===== config.mk =====
export PLATFORM = sky130hd
export DESIGN_NAME = timer_ctrl
export DESIGN_NICKNAME = d
export VERILOG_FILES = /design/src/rtl/timer_ctrl_pkg.sv /design/src/rtl/timer_ctrl_tick_prescaler.sv /design/src/rtl/timer_ctrl.sv
export SDC_FILE = /design/constraint.sdc
export NUM_CORES = 1
export LEC_CHECK = 0
export ABC_AREA = 0
export CAP_MARGIN = 10
export CORE_MARGIN = 4
export CORE_UTILIZATION = 40
export CTS_CLUSTER_DIAMETER = 80
export DETAILED_ROUTE_END_ITERATION = 12
export PLACE_DENSITY = 0.64
export SYNTH_ARGS = -nofsm -noshare
export SYNTH_HDL_FRONTEND = slang
export SYNTH_SLANG_ARGS = --single-unit

===== constraint.sdc =====
create_clock -name clk -period 2.58 [get_ports clk]
set_input_delay 0.516 -clock clk [delete_from_list [all_inputs] [get_ports clk]]
set_output_delay 0.516 -clock clk [all_outputs]
set_load 0.005 [all_outputs]

===== src/rtl/timer_ctrl_pkg.sv =====
// timer_ctrl shared types and constants.
// States, digit widths and preset saturation helper.
package timer_ctrl_pkg;

   typedef enum logic [2:0] {
      ST_IDLE,
      ST_LOAD,
      ST_RUN,
      ST_PAUSE,
      ST_DONE
   } state_t;

   localparam int KEY_W   = 4;
   localparam int UNITS_W = 4;
   localparam int TENS_W  = 3;
   localparam int MIN_W   = 4;

   localparam logic [KEY_W-1:0] MAX_TENS  = 4'd5;
   localparam logic [KEY_W-1:0] MAX_DIGIT = 4'd9;

   // Raw keypad fields; tens is narrowed only when driven out.
   typedef struct packed {
      logic [MIN_W-1:0]   min;
      logic [KEY_W-1:0]   tens;
      logic [UNITS_W-1:0] units;
   } preset_t;

   function automatic logic [TENS_W-1:0] sat_tens(
      input logic [KEY_W-1:0] t
   );
      logic [KEY_W-1:0] v;
      v = (t > MAX_TENS) ? MAX_TENS : t;
      return v[TENS_W-1:0];
   endfunction

endpackage


===== src/rtl/timer_ctrl_tick_prescaler.sv =====
// Count-tick prescaler for timer_ctrl.
// Wraps every TICK_DIV enabled cycles; restart zeroes it.
module tick_prescaler #(
   parameter int TICK_DIV = 100
) (
   input  logic clk,
   input  logic clearn,
   input  logic restart,
   input  logic run,
   output logic tick
);

   localparam int CW = $clog2(TICK_DIV);
   localparam logic [CW-1:0] LAST = CW'(TICK_DIV - 1);

   logic [CW-1:0] cnt;

   always_ff @(posedge clk or negedge clearn) begin
      if (!clearn) begin
         cnt <= '0;
      end else if (restart) begin
         cnt <= '0;
      end else if (run) begin
         cnt <= (cnt == LAST) ? '0 : cnt + CW'(1);
      end
   end

   assign tick = (cnt == LAST);

endmodule


===== src/rtl/timer_ctrl.sv =====
// Run controller for the min:sec countdown timer.
// Holds the keypad preset, drives load/enable/clear of the digit chain.
module timer_ctrl
   import timer_ctrl_pkg::*;
#(
   parameter int TICK_DIV = 100
) (
   input  logic               clk,
   input  logic               clearn,
   input  logic               start,
   input  logic               stop,
   input  logic               clr,
   input  logic               key_valid,
   input  logic [KEY_W-1:0]   key_data,
   input  logic               units_zero,
   input  logic               tens_zero,
   input  logic               min_zero,
   output logic [UNITS_W-1:0] units_data,
   output logic [TENS_W-1:0]  tens_data,
   output logic [MIN_W-1:0]   min_data,
   output logic               cnt_loadn,
   output logic               cnt_en,
   output logic               cnt_clearn,
   output logic               running,
   output logic               paused,
   output logic               done
);

   state_t  state, state_nx;
   preset_t pre, pre_nx;
   logic    clr_q, clr_nx;
   logic    all_zero;
   logic    preset_zero;
   logic    key_ok;
   logic    tick;
   logic    presc_run;
   logic    presc_restart;

   assign all_zero    = units_zero & tens_zero & min_zero;
   assign preset_zero = (pre == '0);
   assign key_ok      = key_valid && (key_data <= MAX_DIGIT);

   assign presc_restart = (state == ST_LOAD);
   assign presc_run     = (state == ST_RUN) && !stop && !clr;

   tick_prescaler #(
      .TICK_DIV (TICK_DIV)
   ) u_presc (
      .clk     (clk),
      .clearn  (clearn),
      .restart (presc_restart),
      .run     (presc_run),
      .tick    (tick)
   );

   always_ff @(posedge clk or negedge clearn) begin
      if (!clearn) begin
         state <= ST_IDLE;
         pre   <= '0;
         clr_q <= 1'b0;
      end else begin
         state <= state_nx;
         pre   <= pre_nx;
         clr_q <= clr_nx;
      end
   end

   always_comb begin
      state_nx = state;
      pre_nx   = pre;
      clr_nx   = 1'b0;
      unique case (state)
         ST_IDLE: begin
            if (clr) begin
               pre_nx = '0;
               clr_nx = 1'b1;
            end else if (stop) begin
               state_nx = ST_IDLE;
            end else if (start) begin
               if (!preset_zero) state_nx = ST_LOAD;
            end else if (key_ok) begin
               pre_nx = '{min:   pre.tens,
                          tens:  pre.units,
                          units: key_data};
            end
         end
         ST_LOAD: begin
            state_nx = ST_RUN;
         end
         ST_RUN: begin
            if (clr) begin
               state_nx = ST_IDLE;
               pre_nx   = '0;
               clr_nx   = 1'b1;
            end else if (stop) begin
               state_nx = ST_PAUSE;
            end else if (all_zero) begin
               state_nx = ST_DONE;
            end
         end
         ST_PAUSE: begin
            if (clr) begin
               state_nx = ST_IDLE;
               pre_nx   = '0;
               clr_nx   = 1'b1;
            end else if (start && !stop) begin
               state_nx = ST_RUN;
            end
         end
         ST_DONE: begin
            if (clr) begin
               state_nx = ST_IDLE;
               pre_nx   = '0;
               clr_nx   = 1'b1;
            end else if (stop || start) begin
               state_nx = ST_IDLE;
            end
         end
         default: begin
            state_nx = ST_IDLE;
         end
      endcase
   end

   assign units_data = pre.units;
   assign tens_data  = sat_tens(pre.tens);
   assign min_data   = pre.min;

   assign cnt_loadn  = (state != ST_LOAD);
   assign cnt_clearn = ~clr_q;
   // Suppressed on the cycle a request or terminal zero is seen.
   assign cnt_en     = (state == ST_RUN) & tick & ~all_zero
                     & ~stop & ~clr;

   assign running = (state == ST_LOAD) || (state == ST_RUN);
   assign paused  = (state == ST_PAUSE);
   assign done    = (state == ST_DONE);

endmodule


# ---- After elaboration in Yosys (flattened, before gate mapping)
# Index checks and enable logic that the tools add are counted.
dict set report totals {
  word_cells 75
  in_bits 13
  regBits 23
  output_inout_bits 17
}
dict set report op_classes {
  n_reduce_logical 16
  n_bitwise 10
  n_eq_ne 16
  n_addsub 1
  n_lt_le_gt_ge 2
  muxes 24
}
# op n
set ops {}
lappend ops {{12-bit 2-to-1 mux} 5}
lappend ops {{3-bit 2-to-1 mux} 12}
lappend ops {{12-bit case mux with 2 select lines} 1}
lappend ops {{7-bit 2-to-1 mux} 3}
lappend ops {{3-bit != test, second input constant} 5}
lappend ops {{3-bit case mux with 5 select lines} 1}
lappend ops {{12-bit zero test} 1}
lappend ops {{7-bit by 1-bit adder with 7-bit output, second input constant} 1}
lappend ops {{7-bit equality test, second input constant} 1}
lappend ops {{1-bit bitwise AND} 6}
lappend ops {{3-bit by 2-bit equality test with 1-bit output, second input constant} 2}
lappend ops {{3-bit by 2-bit != test with 1-bit output, second input constant} 2}
lappend ops {{6-bit AND reduction} 1}
lappend ops {{5-bit AND reduction} 1}
lappend ops {{4-bit by 3-bit greater-than comparator with 1-bit output, second input constant} 1}
lappend ops {{4-bit <= comparator, second input constant} 1}
lappend ops {{1-bit logical AND} 4}
lappend ops {{4-bit != test, second input constant} 1}
lappend ops {{1-bit NOT} 4}
lappend ops {{2-bit nonzero test} 2}
lappend ops {{4-bit OR reduction} 1}
lappend ops {{3-bit by 1-bit equality test with 1-bit output, second input constant} 1}
lappend ops {{3-bit equality test, second input constant} 1}
lappend ops {{3-bit zero test} 1}
lappend ops {{other kinds (7)} 10}

# ---- Longest topological paths before layout
dict set report depth {
  word_depth 7
  ltp_mapped 6
  ltp_nobuf 5
}

# ---- Cells and area by module
# Synthesis repeated with hierarchy kept, for this count alone.
dict set report hier_totals {
  hier_cells 121
  area_unflattened_um2 1246.2
}
# mod seq_area_each_um2 cells_per_inst instances area_per_inst_um2
set by_module_without_submodules {}
lappend by_module_without_submodules {timer_ctrl 400.4 79 1 859.6}
lappend by_module_without_submodules {tick_prescaler 175.2 42 1 386.6}

# ---- Least setup slack after synthesis
# Ideal clock, no wire load.
dict set report synth_timing {
  kind {input to register}
  startpoint {input stop}
  endpoint {register u_presc.cnt[6]}
  slack_ns 0.894
  setup_ns 0.095
  arrival_time_ns 1.590
  path_buffers 0
  cell_stages 4
  required_ns 2.485
  cell_sequence {or4b_4 a2111oi_4 a21oi_1 o31ai_1}
}
dict set report synth_between {
  elab_chain_cells 4
}
# element line
set synth_lines {}
lappend synth_lines {{start: declaration} timer_ctrl.sv:11} ;# input logic stop,
lappend synth_lines {{1-bit zero test} timer_ctrl.sv:44} ;# assign presc_run = (state == ST_RUN) && !stop && !clr;
lappend synth_lines {{1-bit logical AND (2 in series)} timer_ctrl.sv:44}
lappend synth_lines {{2-bit nonzero test (no line)} n/a}
lappend synth_lines {{end signal: assignment} timer_ctrl_tick_prescaler.sv:24} ;# cnt <= (cnt == LAST) ? '0 : cnt + CW'(1);
lappend synth_lines {{end: declaration} timer_ctrl_tick_prescaler.sv:16} ;# logic [CW-1:0] cnt;
# Every way passes these cells.
# A chain may end at the register's enable or synchronous reset.

# ---- Worst setup path after layout
dict set report layout_timing {
  startpoint {register u_presc.cnt[3]}
  endpoint {output cnt_en}
}
dict set report layout_between {
  elab_chain_cells 5
}
# element line
set layout_lines {}
lappend layout_lines {{7-bit equality test} timer_ctrl_tick_prescaler.sv:28} ;# assign tick = (cnt == LAST);
lappend layout_lines {{1-bit bitwise AND (2 in series)} timer_ctrl.sv:132} ;# assign cnt_en = (state == ST_RUN) & tick & ~all_zero
lappend layout_lines {{1-bit bitwise AND (2 in series)} timer_ctrl.sv:133} ;# & ~stop & ~clr;
lappend layout_lines {{end: declaration} timer_ctrl.sv:22} ;# output logic cnt_en,
# Every way passes these cells.

==> qor.yml <==
viasPerCell: 5.289
io_pins: 30
rows: 20
preCtsSetupSlack_ns: 0.1660
initial_core_util_pct: 41.76
numCtsBuffers: 3
vias: 1042
path_max_fanout: 5
critical_path_class: "reg2out"
cts_tree: "built"
synth.yosys.warnings: 0
finalSetupViolCount: 0
synthToLayoutAreaGrowth_pct: 25.71
rsz0062_at_grt: "no"
slowest_delay_ns: 0.51
grt_first_pass_wirelength_mm: 4.850
totalWireLength_mm: 2.677
synth_cell_types: 35
slowest_stage: "clkdlybuf4s50_1"
grt_antenna_before_repair: 0
p_per_area_mw_per_mm2: 538.7
place_congestion: 0.8141
setup_slack_ns: 0.1445
final_cell_mix: "clkdlybuf4s50_1 (29), dfrtp_1 (23), a22o_1 (13)"
clk_latency_ns: 0.30
htreeDepth: 1
grt.total_usage_pct: 14.64
p_leak_nw: 0.6628
path_cells: "nor4b_1 > nand3_1 > nor2_1 > clkdlybuf4s50_1"
grt_max_degree: 24
postCtsSetupBuffers: 0
ys_seq_area_share_pct: 45.14
maxSlewHeadroom_pct: 49.71
hold_buffers: 0
drive_gt1_share_pct: 11.76
hpwl_mm: 2.034
final.period_utilization_pct: 94.40
utilization_pct: 52.50
syn_area_per_cell_um2: 10.04
worstPathRequired_ns: 2.06
dr.pass1.iters: 4
dieArea_mm2: 0.004154
min_path_type: "in2async"
cp.arrival_ns: 1.92
max-cap-violations: 0
netlist_instances: 127
syn-cell-area_mm2: 0.001275
wire_per_inst_um: 13.59
die_height_um: 64.46
end_kind: "output pin"
first_global_vias: 1074
insertedDiodeCount: 0
core_area_mm2: 0.003053
final_common_cell: "clkdlybuf4s50_1"
cts.path.max_buffers: 2
clk_pin_slew_worst_paths_ns: 0.13
root_buffer: "clkbuf_4"
synth_nets: 141
run_status: "finished clean"
min_period_ns: 2.435
ir_worst_vdd_v: 0.0002735
hold_violations: 0
synth-seq-cells: 23
p_total_mw: 0.8634
clock_skew_ns: 0.002734
startpoint_type: "register"
die_width_um: 64.46
nets: 168
route.detailed.drc: 0
tns_ns: 0
port_buffers: 29
fmax_ghz: 0.4106
drt_iter0_drc: 34
grt_overflow_total: 0
worst_pin_slew_ns: 0.7515
drv_slew: 0
drtAntennaViolNets: 0
cts.sinks: 23
-- layout make-up --
| cell class | count | area (um2) |
|---|---|---|
| Tap cell | 44 | 55.05 |
| Multi-Input combinational cell | 86 | 590.6 |
| Clock buffer | 3 | 22.52 |
| Fill cell | 285 | 1450 |
| Clock inverter | 1 | 5.005 |
| Inverter | 5 | 18.77 |
| Timing Repair Buffer | 35 | 335.3 |
| Sequential cell | 23 | 575.6 |
-- critical path: cells and delay by family, from the launching register on --
family	cells	cell delay, ns
AND/OR/NAND/NOR	3	0.66
buffers and inverters	1	0.51
flip-flops	1	0.44
-- through the flow --
| stage | cells | instance area [um2] | hold WS, ns |
|---|---|---|---|
| after global placement | 193 | 1574 | 0.5121 |
| after global routing | 197 | 1603 | 0.5423 |
| after detailed placement | 193 | 1574 | 0.5321 |
| final | 197 | 1603 | 0.5465 |
| after floorplan | 127 | 1275 | 0.2204 |
| after CTS | 197 | 1602 | 0.5461 |
-- flip-flops by register name, summed over array words and instances, names as in the netlist --
name         cells
u_presc.cnt      7
min_data         4
pre              4
units_data       4
state            3
clr_q            1
-- report_power, final --
group          internal, mW  switching (mW)  total (mW)
clock                0.0577           0.107       0.165
sequential            0.393          0.0588       0.451
combinational         0.130           0.117       0.247
-- synthesized netlist by cell type --
| cell type | number | area, um2 |
|---|---|---|
| o21ai_1 | 1 | 5.000 |
| nand4_1 | 2 | 12.51 |
| nor2_1 | 7 | 26.28 |
| or2_2 | 1 | 6.260 |
| buf_2 | 4 | 20.02 |
| a21oi_1 | 10 | 50.05 |
| a211o_1 | 2 | 17.52 |
| xnor2_1 | 3 | 26.28 |
| dfrtp_1 | 23 | 575.6 |
| o21ai_0 | 2 | 10.01 |
| nor4b_1 | 1 | 8.760 |
| nor3_1 | 3 | 15.01 |
| and4_1 | 1 | 8.760 |
| and2_1 | 1 | 6.260 |
| or2_1 | 1 | 6.260 |
| a2111oi_4 | 1 | 27.53 |
| nor3b_1 | 4 | 30.03 |
| nor4_1 | 4 | 25.02 |
| nor3_2 | 1 | 10.01 |
| nand3_1 | 5 | 25.02 |
| nand2_1 | 9 | 33.78 |
| inv_1 | 5 | 18.77 |
| a211oi_2 | 2 | 25.02 |
| nor3b_2 | 1 | 12.51 |
| buf_4 | 8 | 60.06 |
| and3_1 | 1 | 6.260 |
| ha_1 | 1 | 12.51 |
| or3b_1 | 1 | 8.760 |
| o31ai_1 | 1 | 7.510 |
| a22o_1 | 13 | 113.9 |
| nor2b_1 | 2 | 12.51 |
| nand2b_1 | 3 | 18.77 |
| or4b_4 | 1 | 13.76 |
| buf_6 | 1 | 11.26 |
| and2b_1 | 1 | 7.510 |
-- final timing paths --
path / startpoint / end / slack (ns) / cells past startpoint
hold / removal: clearn / u_presc.cnt[0] / 0.55 / 2
min in group clk: pre[6] / min_data[2] / 0.56 / 1
max in group asynchronous: clearn / units_data[1] / 1.81 / 2
hold reg to reg: pre[6] / min_data[2] / 0.56 / 1
setup reg to reg: state[1] / pre[6] / 0.56 / 4
setup / recovery: u_presc.cnt[3] / cnt_en / 0.14 / 4
-- per-layer routing --
layer  up-vias  wire length, um  global-route usage [%]
met3         2              139                   2.600
li1        505                -                       -
met4         0               16                   5.277
met2        30             1375                   25.77
met1       505             1146                   17.84
met5         -                0                       0
-- cells by family after synthesis --
kind of cell	after synthesis	synth area share (%)
and+or+nand+nor	50	23.06
AOI/OAI and AO/OA	32	20.12
DFF	23	45.14
buffers and inverters	18	8.636
xor gates and xnor gates	3	2.061
adders and majority gates	1	0.9812
-- what timing repair did --
action | 4_1_cts | 5_1_grt
gates resized for setup | 0 | 1
hold endpoints to repair | 0 | 0
endpoints found under the setup margin | 0 | 1
(Power assumes the default switching activity.)
